`src/rtl/uart_host_pkg.sv`:
```
// Shared definitions for the host-poll UART responder: FSM states,
// command and header field layout, and small decode helpers.
package uart_host_pkg;

    // Upper bound on channels; a 5-bit channel field addresses at most 32.
    localparam int MAX_CH = 32;

    // Command byte layout: {opcode[2:0], channel[4:0]}
    localparam logic [2:0] POLL_OPCODE = 3'b101;
    localparam int CMD_OP_MSB = 7;
    localparam int CMD_OP_LSB = 5;
    localparam int CMD_CH_MSB = 4;
    localparam int CMD_CH_LSB = 0;

    // Header byte layout: {fresh, 2'b00, channel[4:0]}
    localparam int HDR_FRESH_BIT = 7;
    localparam int HDR_CH_MSB    = 4;
    localparam int HDR_CH_LSB    = 0;

    typedef enum logic [2:0] {
        IDLE,
        WAIT,
        SNAP,
        PAYLOAD,
        CSUM,
        LAST
    } host_state_t;

    // Build the frame header from the fresh flag and channel number.
    function automatic logic [7:0] make_hdr(input logic fresh, input logic [4:0] ch);
        logic [7:0] hdr;
        hdr = '0;
        hdr[HDR_FRESH_BIT] = fresh;
        hdr[HDR_CH_MSB:HDR_CH_LSB] = ch;
        return hdr;
    endfunction

    // A command is accepted only as a poll of an existing channel.
    function automatic logic is_valid_poll(input logic [7:0] cmd, input int num_ch);
        logic [4:0] ch;
        ch = cmd[CMD_CH_MSB:CMD_CH_LSB];
        return (cmd[CMD_OP_MSB:CMD_OP_LSB] == POLL_OPCODE) &&
               (int'({27'd0, ch}) < num_ch);
    endfunction

endpackage

```
`src/rtl/uart_pkt_serializer.sv`:
```
// Frame serializer: holds the frozen payload snapshot, walks the byte
// index, accumulates the XOR checksum and drives the UART_tx handshake.
// The controlling FSM decides when each byte goes out; this block decides
// which byte it is and keeps tx_data stable between start pulses.
module uart_pkt_serializer #(
    parameter int PKT_BYTES = 4
) (
    input  logic                   clk,
    input  logic                   rst,
    input  logic                   i_load,
    input  logic [PKT_BYTES*8-1:0] i_load_data,
    input  logic [7:0]             i_hdr,
    input  logic                   i_send_byte,
    input  logic                   i_send_csum,
    output logic [7:0]             o_tx_data,
    output logic                   o_tx_trmt,
    output logic                   o_last_byte
);

    localparam int IDX_W = (PKT_BYTES > 1) ? $clog2(PKT_BYTES) : 1;

    logic [7:0]       r_snap [PKT_BYTES];
    logic [7:0]       w_load_bytes [PKT_BYTES];
    logic [IDX_W-1:0] r_idx;
    logic [7:0]       r_csum;
    logic [7:0]       r_tx_data;
    logic [7:0]       w_cur_byte;
    logic [7:0]       w_byte;
    logic             w_trmt;

    // Split the incoming packet into bytes, little-endian (byte 0 = [7:0]).
    for (genvar gi = 0; gi < PKT_BYTES; gi++) begin : g_split
        assign w_load_bytes[gi] = i_load_data[gi*8 +: 8];
    end

    // Select the snapshot byte addressed by the current index.
    always_comb begin
        w_cur_byte = '0;
        for (int b = 0; b < PKT_BYTES; b++) begin
            if (r_idx == IDX_W'(b)) begin
                w_cur_byte = r_snap[b];
            end
        end
    end

    // Pick the byte being launched: header, payload byte, or checksum.
    always_comb begin
        w_trmt = i_load | i_send_byte | i_send_csum;
        if (i_load) begin
            w_byte = i_hdr;
        end else if (i_send_byte) begin
            w_byte = w_cur_byte;
        end else begin
            w_byte = r_csum;
        end
    end

    // Snapshot, index and checksum update; remember the launched byte.
    always_ff @(posedge clk) begin
        if (rst) begin
            r_idx     <= '0;
            r_csum    <= '0;
            r_tx_data <= '0;
            for (int b = 0; b < PKT_BYTES; b++) begin
                r_snap[b] <= '0;
            end
        end else begin
            if (i_load) begin
                for (int b = 0; b < PKT_BYTES; b++) begin
                    r_snap[b] <= w_load_bytes[b];
                end
                r_idx  <= '0;
                r_csum <= i_hdr;
            end else if (i_send_byte) begin
                r_idx  <= r_idx + 1'b1;
                r_csum <= r_csum ^ w_cur_byte;
            end
            if (w_trmt) begin
                r_tx_data <= w_byte;
            end
        end
    end

    // The start pulse is combinational with its trigger so a payload byte
    // can launch in the same cycle as the previous tx_done.
    assign o_tx_trmt   = w_trmt;
    assign o_tx_data   = w_trmt ? w_byte : r_tx_data;
    assign o_last_byte = (r_idx == IDX_W'(PKT_BYTES - 1));

endmodule

```
`src/rtl/uart_host_mux.sv`:
```
// Multi-channel UART host responder: buffers controller packets per
// channel, decodes host poll commands and replies with a framed packet
// (header, payload, optional XOR checksum) over the UART_tx handshake.
module uart_host_mux #(
    parameter int NUM_CH     = 4,
    parameter int PKT_BYTES  = 4,
    parameter int WAIT_FRESH = 1,
    parameter int CSUM_EN    = 1
) (
    input  logic                          clk,
    input  logic                          rst,
    input  logic [NUM_CH*PKT_BYTES*8-1:0] pkt_data,
    input  logic [NUM_CH-1:0]             pkt_vld,
    input  logic [7:0]                    rx_data,
    input  logic                          rx_rdy,
    output logic                          rx_clr_rdy,
    output logic [7:0]                    tx_data,
    output logic                          tx_trmt,
    input  logic                          tx_done,
    output logic                          busy,
    output logic [7:0]                    bad_cmd_cnt
);

    import uart_host_pkg::*;

    localparam int PKT_W = PKT_BYTES * 8;

    logic [PKT_W-1:0] r_buf [NUM_CH];
    logic             r_fresh [NUM_CH];
    host_state_t      r_state;
    host_state_t      w_state_next;
    logic [4:0]       r_ch;
    logic [7:0]       r_bad_cnt;

    logic [PKT_W-1:0] w_sel_buf;
    logic [PKT_W-1:0] w_sel_pkt;
    logic             w_sel_vld;
    logic             w_sel_fresh;
    logic             w_cmd_fresh;
    logic             w_cmd_ok;
    logic [7:0]       w_hdr;
    logic [PKT_W-1:0] w_snap_data;

    logic             w_rx_clr;
    logic             w_latch;
    logic             w_bad;
    logic             w_snap;
    logic             w_send_byte;
    logic             w_send_csum;
    logic             w_last_byte;

    // Per-channel packet buffer and fresh flag. Strobes are taken in any
    // state; a snapshot of this channel clears fresh even if a strobe
    // lands in the same cycle (the snapshot consumes that data).
    for (genvar gi = 0; gi < NUM_CH; gi++) begin : g_chan
        always_ff @(posedge clk) begin
            if (rst) begin
                r_buf[gi]   <= '0;
                r_fresh[gi] <= 1'b0;
            end else begin
                if (pkt_vld[gi]) begin
                    r_buf[gi] <= pkt_data[gi*PKT_W +: PKT_W];
                end
                if (w_snap && (r_ch == 5'(gi))) begin
                    r_fresh[gi] <= 1'b0;
                end else if (pkt_vld[gi]) begin
                    r_fresh[gi] <= 1'b1;
                end
            end
        end
    end

    // Channel selection for the latched channel and the incoming command.
    always_comb begin
        w_sel_buf   = '0;
        w_sel_pkt   = '0;
        w_sel_vld   = 1'b0;
        w_sel_fresh = 1'b0;
        w_cmd_fresh = 1'b0;
        for (int c = 0; c < NUM_CH; c++) begin
            if (r_ch == 5'(c)) begin
                w_sel_buf   = r_buf[c];
                w_sel_pkt   = pkt_data[c*PKT_W +: PKT_W];
                w_sel_vld   = pkt_vld[c];
                w_sel_fresh = r_fresh[c];
            end
            if (rx_data[CMD_CH_MSB:CMD_CH_LSB] == 5'(c)) begin
                w_cmd_fresh = r_fresh[c];
            end
        end
    end

    assign w_cmd_ok    = is_valid_poll(rx_data, NUM_CH);
    assign w_hdr       = make_hdr(w_sel_fresh, r_ch);
    // A strobe arriving in the snapshot cycle wins over the stored buffer.
    assign w_snap_data = w_sel_vld ? w_sel_pkt : w_sel_buf;

    // Next-state and handshake decode for the poll/reply sequence.
    always_comb begin
        w_state_next = r_state;
        w_rx_clr     = 1'b0;
        w_latch      = 1'b0;
        w_bad        = 1'b0;
        w_snap       = 1'b0;
        w_send_byte  = 1'b0;
        w_send_csum  = 1'b0;
        case (r_state)
            IDLE: begin
                if (rx_rdy) begin
                    w_rx_clr = 1'b1;
                    w_latch  = 1'b1;
                    if (!w_cmd_ok) begin
                        w_bad = 1'b1;
                    end else if ((WAIT_FRESH != 0) && !w_cmd_fresh) begin
                        w_state_next = WAIT;
                    end else begin
                        w_state_next = SNAP;
                    end
                end
            end
            WAIT: begin
                if (w_sel_fresh) begin
                    w_state_next = SNAP;
                end
            end
            SNAP: begin
                w_snap       = 1'b1;
                w_state_next = PAYLOAD;
            end
            PAYLOAD: begin
                if (tx_done) begin
                    w_send_byte = 1'b1;
                    if (w_last_byte) begin
                        w_state_next = (CSUM_EN != 0) ? CSUM : LAST;
                    end
                end
            end
            CSUM: begin
                if (tx_done) begin
                    w_send_csum  = 1'b1;
                    w_state_next = LAST;
                end
            end
            LAST: begin
                if (tx_done) begin
                    w_state_next = IDLE;
                end
            end
            default: begin
                w_state_next = IDLE;
            end
        endcase
    end

    // State register, latched channel and saturating reject counter.
    always_ff @(posedge clk) begin
        if (rst) begin
            r_state   <= IDLE;
            r_ch      <= '0;
            r_bad_cnt <= '0;
        end else begin
            r_state <= w_state_next;
            if (w_latch) begin
                r_ch <= rx_data[CMD_CH_MSB:CMD_CH_LSB];
            end
            if (w_bad && (r_bad_cnt != 8'hFF)) begin
                r_bad_cnt <= r_bad_cnt + 8'd1;
            end
        end
    end

    uart_pkt_serializer #(
        .PKT_BYTES (PKT_BYTES)
    ) u_ser (
        .clk         (clk),
        .rst         (rst),
        .i_load      (w_snap),
        .i_load_data (w_snap_data),
        .i_hdr       (w_hdr),
        .i_send_byte (w_send_byte),
        .i_send_csum (w_send_csum),
        .o_tx_data   (tx_data),
        .o_tx_trmt   (tx_trmt),
        .o_last_byte (w_last_byte)
    );

    assign rx_clr_rdy  = w_rx_clr;
    assign busy        = (r_state != IDLE);
    assign bad_cmd_cnt = r_bad_cnt;

endmodule

```
`config.mk`:
```
export PLATFORM = sky130hd
export DESIGN_NAME = uart_host_mux
export DESIGN_NICKNAME = d
export VERILOG_FILES = /design/src/rtl/uart_host_pkg.sv /design/src/rtl/uart_pkt_serializer.sv /design/src/rtl/uart_host_mux.sv
export SDC_FILE = /design/constraint.sdc
export NUM_CORES = 1
export LEC_CHECK = 0
export BUFFER_PORTS_ARGS = -buffer_cell sky130_fd_sc_hd__buf_4
export CORE_ASPECT_RATIO = 2
export CORE_UTILIZATION = 45
export DETAILED_ROUTE_END_ITERATION = 8
export HOLD_SLACK_MARGIN = 0.1
export MAX_ROUTING_LAYER = met4
export PLACE_DENSITY = 0.66
export SETUP_SLACK_MARGIN = 0.2
export SYNTH_ARGS = -nofsm -noshare
export SYNTH_HDL_FRONTEND = slang
export SYNTH_SLANG_ARGS = --single-unit
export TNS_END_PERCENT = 1
```
`constraint.sdc`:
```
create_clock -name clk -period 2.95 [get_ports clk]
set_input_delay 0.1475 -clock clk [delete_from_list [all_inputs] [get_ports clk]]
set_output_delay 0.1475 -clock clk [all_outputs]
set_load 0.01 [all_outputs]
```
After elaboration in Yosys (flattened, before gate mapping)
Memories as Yosys holds them, arrays and structs flattened. Index checks and enable logic that the tools add are counted.

Register bits after elaboration: 34. Bits in writable memories: 164. Output and inout bits: 19. Logic and storage cells: 174. Memories kept: 3.

Memory list: r_buf (words 4, width 32, rd ports 4, clocked after Yosys merged registers in 0, write ports 4, line uart_host_mux.sv:28) `logic [PKT_W-1:0] r_buf [NUM_CH];`; u_ser.r_snap (words 4, width 8, rd ports 4, clocked after Yosys merged registers in 0, write ports 4, line uart_pkt_serializer.sv:22) `logic [7:0] r_snap [PKT_BYTES];`; r_fresh (words 4, width 1, rd ports 4, clocked after Yosys merged registers in 0, write ports 4, line uart_host_mux.sv:29) `logic r_fresh [NUM_CH];`.

Add/sub/neg operators: 2. Magnitude comparators: 1. Eq/ne operators: 23. Muxes and demuxes: 105. Bitwise logic cells: 19. Reductions and logical operators: 14.

Operators with widths (count): $mux 32 (13); $mux 8 (13); $mux 1 (70); $mux 3 (7); $eq 5x2->1 const B (4); $or 1x1->1 (18); $pmux 3 s6 (1); $ne 2x2->1 const B (6); $eq 5x1->1 const B (2); $logic_not 5->1 (2); $eq 3x3->1 const B (3); $add 8x1->8 const B (1); $ne 8x8->1 const B (1); $xor 8x8->8 (1); $reduce_and 7->1 (1); $eq 3x2->1 const B (2); $logic_and 1x1->1 (6); $lt 5x3->1 const B (1); $eq 2x2->1 const B (2); $eq 3x1->1 const B (1); $logic_not 3->1 (1); $reduce_bool 3->1 (1); $add 2x1->2 const B (1); $eq 2x1->1 const B (1); other kinds (5) (5).

Depth between registers and ports, before layout
Depth after elaboration: 9. Gate-level depth with buffers: 9.

By module
Synthesis repeated with hierarchy kept, for this count alone.

Cells, all modules: 988. Area, all modules: 10616.4 um2.

Modules (own cells, without submodules): uart_host_mux (times used 1, cells each 747, area an instance 8086.5 um2, sequential area each 4284.1 um2); uart_pkt_serializer (times used 1, cells each 241, area an instance 2529.9 um2, sequential area each 1321.3 um2).

Worst setup path before layout
OpenSTA, ideal clock, no wires.

Path kind: reg2reg. Start point: reg r_state[1]. End point: mem u_ser.r_snap[0][0] (enable). Data arrival time: 1.989 ns. Required time: 2.546 ns. Setup slack: 0.557 ns. Stages on the path, launching flop included: 6. Cell sequence: dfxtp_1 -> nand2b_1 -> buf_2 -> nor2_1 -> or2_2 -> clkbuf_1.

RTL lines: start, declared (line uart_host_mux.sv:30) `host_state_t r_state;`; start signal, assigned (line uart_host_mux.sv:162) `r_state <= w_state_next;`; end, declared (line uart_pkt_serializer.sv:22).

Worst setup path in the final report
Start point: reg r_state[1]. End point: out tx_data[7].

Longest elaborated chain between the ends: 5. Elaborated cells on any way between the ends: 11. Those cells by class: 3 x eq/ne; 6 x mux; 2 x bitwise.

RTL lines: $eq 3x2->1 (line uart_host_mux.sv:107) `case (r_state)`; $mux 1 (line uart_host_mux.sv:107); $mux 8 or $or 1x1->1 (tied branches) (line uart_pkt_serializer.sv:51, uart_pkt_serializer.sv:48); $mux 8 or $or 1x1->1 (tied branches) (line uart_pkt_serializer.sv:49, uart_pkt_serializer.sv:48); $mux 8 * (line uart_pkt_serializer.sv:87) `assign o_tx_data = w_trmt ? w_byte : r_tx_data;`; end, declared (line uart_host_mux.sv:17) `output logic [7:0] tx_data,`.

Mark *: on every way between the ends. The rest lies on a longest branch, timed or not.

==> impl_metrics.json <==
{
  "netlist_instances": 798,
  "synthXorXnorAreaFrac_pct": 1.118,
  "syn_avg_cell_area_um2": 12.77,
  "final_nets": 1224,
  "switching_share_pct": 24.55,
  "synth-compound-area-share_pct": 9.261,
  "min_path_type": "input pin to register",
  "area_delta_synth_final_pct": 33.05,
  "first_iter_violations": 529,
  "slew_headroom_pct": 32.30,
  "h-tree-depth": 4,
  "grt_max_degree": 50,
  "finalSetupTns_ns": 0,
  "design.core.area_um2": 22160,
  "ys_seq_area_share_pct": 55.02,
  "finish.cell_count_without_fillers": 1364,
  "p_sw_w": 0.001642,
  "rows": 77,
  "synthMuxAreaShare_pct": 14.31,
  "wire_per_inst_um": 21.16,
  "grt.overflow.total": 0,
  "wl_um": 28860,
  "path_clk_slew_ns": 0.07,
  "clock_power_share_pct": 33.2,
  "fmax_mhz": 388.0,
  "fp.dieW_um": 108.4,
  "rsz0062_at_grt": "no",
  "io_buffers": 162,
  "p_leak_nw": 5.129,
  "dr_total_vias": 7780,
  "cp_top_family": "compound AO/OA/AOI/OAI gates",
  "setup_ws_ns": 0.3726,
  "cp.buffers_inverters": 1,
  "grt_use_total_pct": 26.90,
  "vias_per_cell": 5.704,
  "placedCellCount": 1198,
  "hold_viol": 0,
  "critical_path_class": "register to primary output",
  "synth.distinct_cells": 64,
  "synth_edf_count": 164,
  "pwr-share-seq_pct": 49.6,
  "io_pins": 163,
  "cts_tree": "done",
  "synth-main-ff-cell": "edfxtp_1",
  "synth_top_family_by_area": "simple AND/OR/NAND/NOR gates",
  "cts.root.buffer_cell": "clkbuf_16",
  "crit_chain": "and3b_2 > nand2_1 > a221oi_1 > o32a_1 > buf_4",
  "dpl.hpwl_um": 18450,
  "tightest_slew_ns": 1.016,
  "post-route-util_pct": 61.17,
  "drive_gt1_share_pct": 28.22,
  "synthAdderAreaFrac_pct": 0.6141,
  "end_kind": "primary output",
  "fillers": 1696,
  "antenna_cells": 0,
  "drv_cap": 0,
  "cp.arrival_ns": 2.43,
  "power_frac_comb_pct": 17.2,
  "placed_area_um2": 11670,
  "setup_violations": 0,
  "initial_utilization_pct": 45.97,
  "die_height_um": 214.8,
  "ys_async_sr_fraction_pct": 0,
  "dieArea_um2": 23280,
  "min_period_over_period_pct": 87.37,
  "power_density_nw_per_um2": 493.5,
  "fin_skew_ns": 0.01158,
  "final_area_um2": 13550,
  "cp.required_ns": 2.80,
  "place_congestion": 0.8377,
  "slowest_delay_ns": 0.62,
  "cts.repair.resized": 0,
  "worst-path-max-fanout": 14,
  "period_minus_slack_ns": 2.577,
  "startpoint_type": "register",
  "grt_pass1_vias": 8324,
  "syn_area_um2": 10190,
  "antenna_found_initial": 0,
  "outcome": "finished clean",
  "cpMaxStageDelayCell": "dfxtp_1",
  "p_int_w": 0.005047,
  "ys_warn_count": 0,
  "cts.sinks": 198,
  "syn-num-nets": 947,
  "yosys.area_share.simple_pct": 16.72,
  "ys_seq_elements": 198,
  "clk_latency_ns": 0.44,
  "grt_pass1_wl_um": 44330,
  "route.detailed.drc": 0,
  "ir_drop_uv": 473.3,
  "detail-route-antenna-nets": 0,
  "dr.pass1.iters": 5,
  "pre_cts_ws_ns": 0.5705,
  "cts-buffers-inserted": 17,
  "clk_path_buf_depth": 2,
  "slew_violations": 0
}
## power groups by stage
stage / clock network (W) / registers, W / logic, W
floorplan: 0 / 0.00332 / 0.000634
global placement: 0 / 0.00337 / 0.00100
detailed placement: 0 / 0.00338 / 0.00101
CTS: 0.00226 / 0.00332 / 0.00115
global route: 0.00235 / 0.00334 / 0.00124
finish: 0.00222 / 0.00332 / 0.00115
## state kept, by name, indices dropped and copies added (netlist names)
signal / flops
r_state: 3
u_ser.r_csum: 8
r_fresh: 4
u_ser.r_snap: 32
r_ch: 5
u_ser.r_idx: 2
r_buf: 128
u_ser.r_tx_data: 8
bad_cmd_cnt: 8
## layout make-up
type                            count  area (µm²)  area share, %
Sequential cell                   198        5613          41.41
Multi-Input combinational cell    534        4295          31.69
Timing Repair Buffer              314        2718          20.05
Clock buffer                       18       429.2          3.166
Tap cell                          276       345.3          2.548
Clock inverter                     14       116.4         0.8585
Inverter                           10       37.54         0.2769
## routing by layer
metal	part of all wire [%]	global-route usage [%]
met5	0	-
met3	4.1	4.398
met2	56	48.28
met4	5.0	14.14
met1	35	27.27
## path summary, 6_finish.rpt
check | end | slack (ns) | from | cells past startpoint
worst min register to register | u_ser.r_tx_data[6] | 0.51 | u_ser.r_tx_data[6] | 2
worst max register to register | u_ser.r_snap[0][7] | 0.53 | r_state[1] | 5
worst max-delay path | tx_data[7] | 0.37 | r_state[1] | 5
worst min-delay path | bad_cmd_cnt[1] | 0.16 | rst | 2
## placed cells by master (no fill, tap or decap), types with 3 or more instances in the layout
cell and count:
o21a_1 8, a21oi_2 20, clkinv_1 7, a22oi_1 5
xnor2_1 11, mux2i_1 14, a21oi_1 27, nand3_1 7
clkinv_2 3, a311oi_1 3, nor2_1 41, or2_2 12
nor3_1 8, o22ai_1 11, ha_1 5, or3_1 5
clkbuf_16 17, o21ai_0 17, a211oi_1 4, and2_1 128
buf_4 178, nand2_1 76, o211a_1 6, mux4_2 58
nor2b_1 10, inv_1 10, dfxtp_1 32, nor2b_2 3
a31oi_1 4, dlygate4sd3_1 134, o32ai_1 5, nand2b_1 4
o21bai_1 3, edfxtp_1 164
## cells by family (layout without fill, tap and decap cells)
logic type / Yosys count / after routing
buffers and inverters: 66 / 356
xor gates and xnor gates: 13 / 13
adders and majority gates: 5 / 5
AOI/OAI and AO/OA: 129 / 129
muxes: 73 / 73
DFF: 198 / 198
and+or+nand+nor: 314 / 314
## worst register-to-register path: stages, from the launching register on
cell and delay, ns:
dfxtp_1 0.62, nand2b_1 0.13, or4_1 0.67, or2_1 0.40, buf_4 0.29, a21oi_1 0.18
## cells in the mapped netlist (3+ instances only)
cell	instances	area (µm²)
nand2b_1	4	25.02
buf_2	10	50.05
ha_1	5	62.56
buf_1	3	11.26
nor2_1	41	153.9
o21bai_1	3	22.52
o21a_1	8	60.06
a22oi_1	5	37.54
inv_1	10	37.54
a31oi_1	4	25.02
o211a_1	6	60.06
a21oi_2	20	175.2
edfxtp_1	164	4925
nand2_1	76	285.3
xnor2_1	11	96.34
mux2i_1	14	140.1
clkbuf_1	38	142.6
a211oi_1	4	30.03
nand3_1	7	35.03
nor3_1	8	40.04
nor2b_1	14	87.58
buf_6	4	45.04
or2_2	12	75.07
a311oi_1	3	26.28
and2_1	128	800.8
mux4_2	58	1306
or3_1	5	31.28
a21oi_1	27	135.1
dfxtp_1	34	680.7
o21ai_0	17	85.08
o32ai_1	5	43.79
o22ai_1	11	68.82
## what timing repair did
action,in CTS,in global routing
hold buffers,134,0
setup buffers,0,0
hold endpoints to repair,135,0
## per-stage QoR
| step | hold slack (ns) | power [W] |
|---|---|---|
| 2_1_floorplan | 0.2947 | 0.003957 |
| 3_3_place_gp | 0.4007 | 0.004373 |
| 3_5_place_dp | 0.3972 | 0.004391 |
| 4_1_cts | 0.1394 | 0.006734 |
| 5_1_grt | 0.1594 | 0.006921 |
| 6_report | 0.1552 | 0.006689 |
Note: power is estimated with default switching activity, not from simulation.
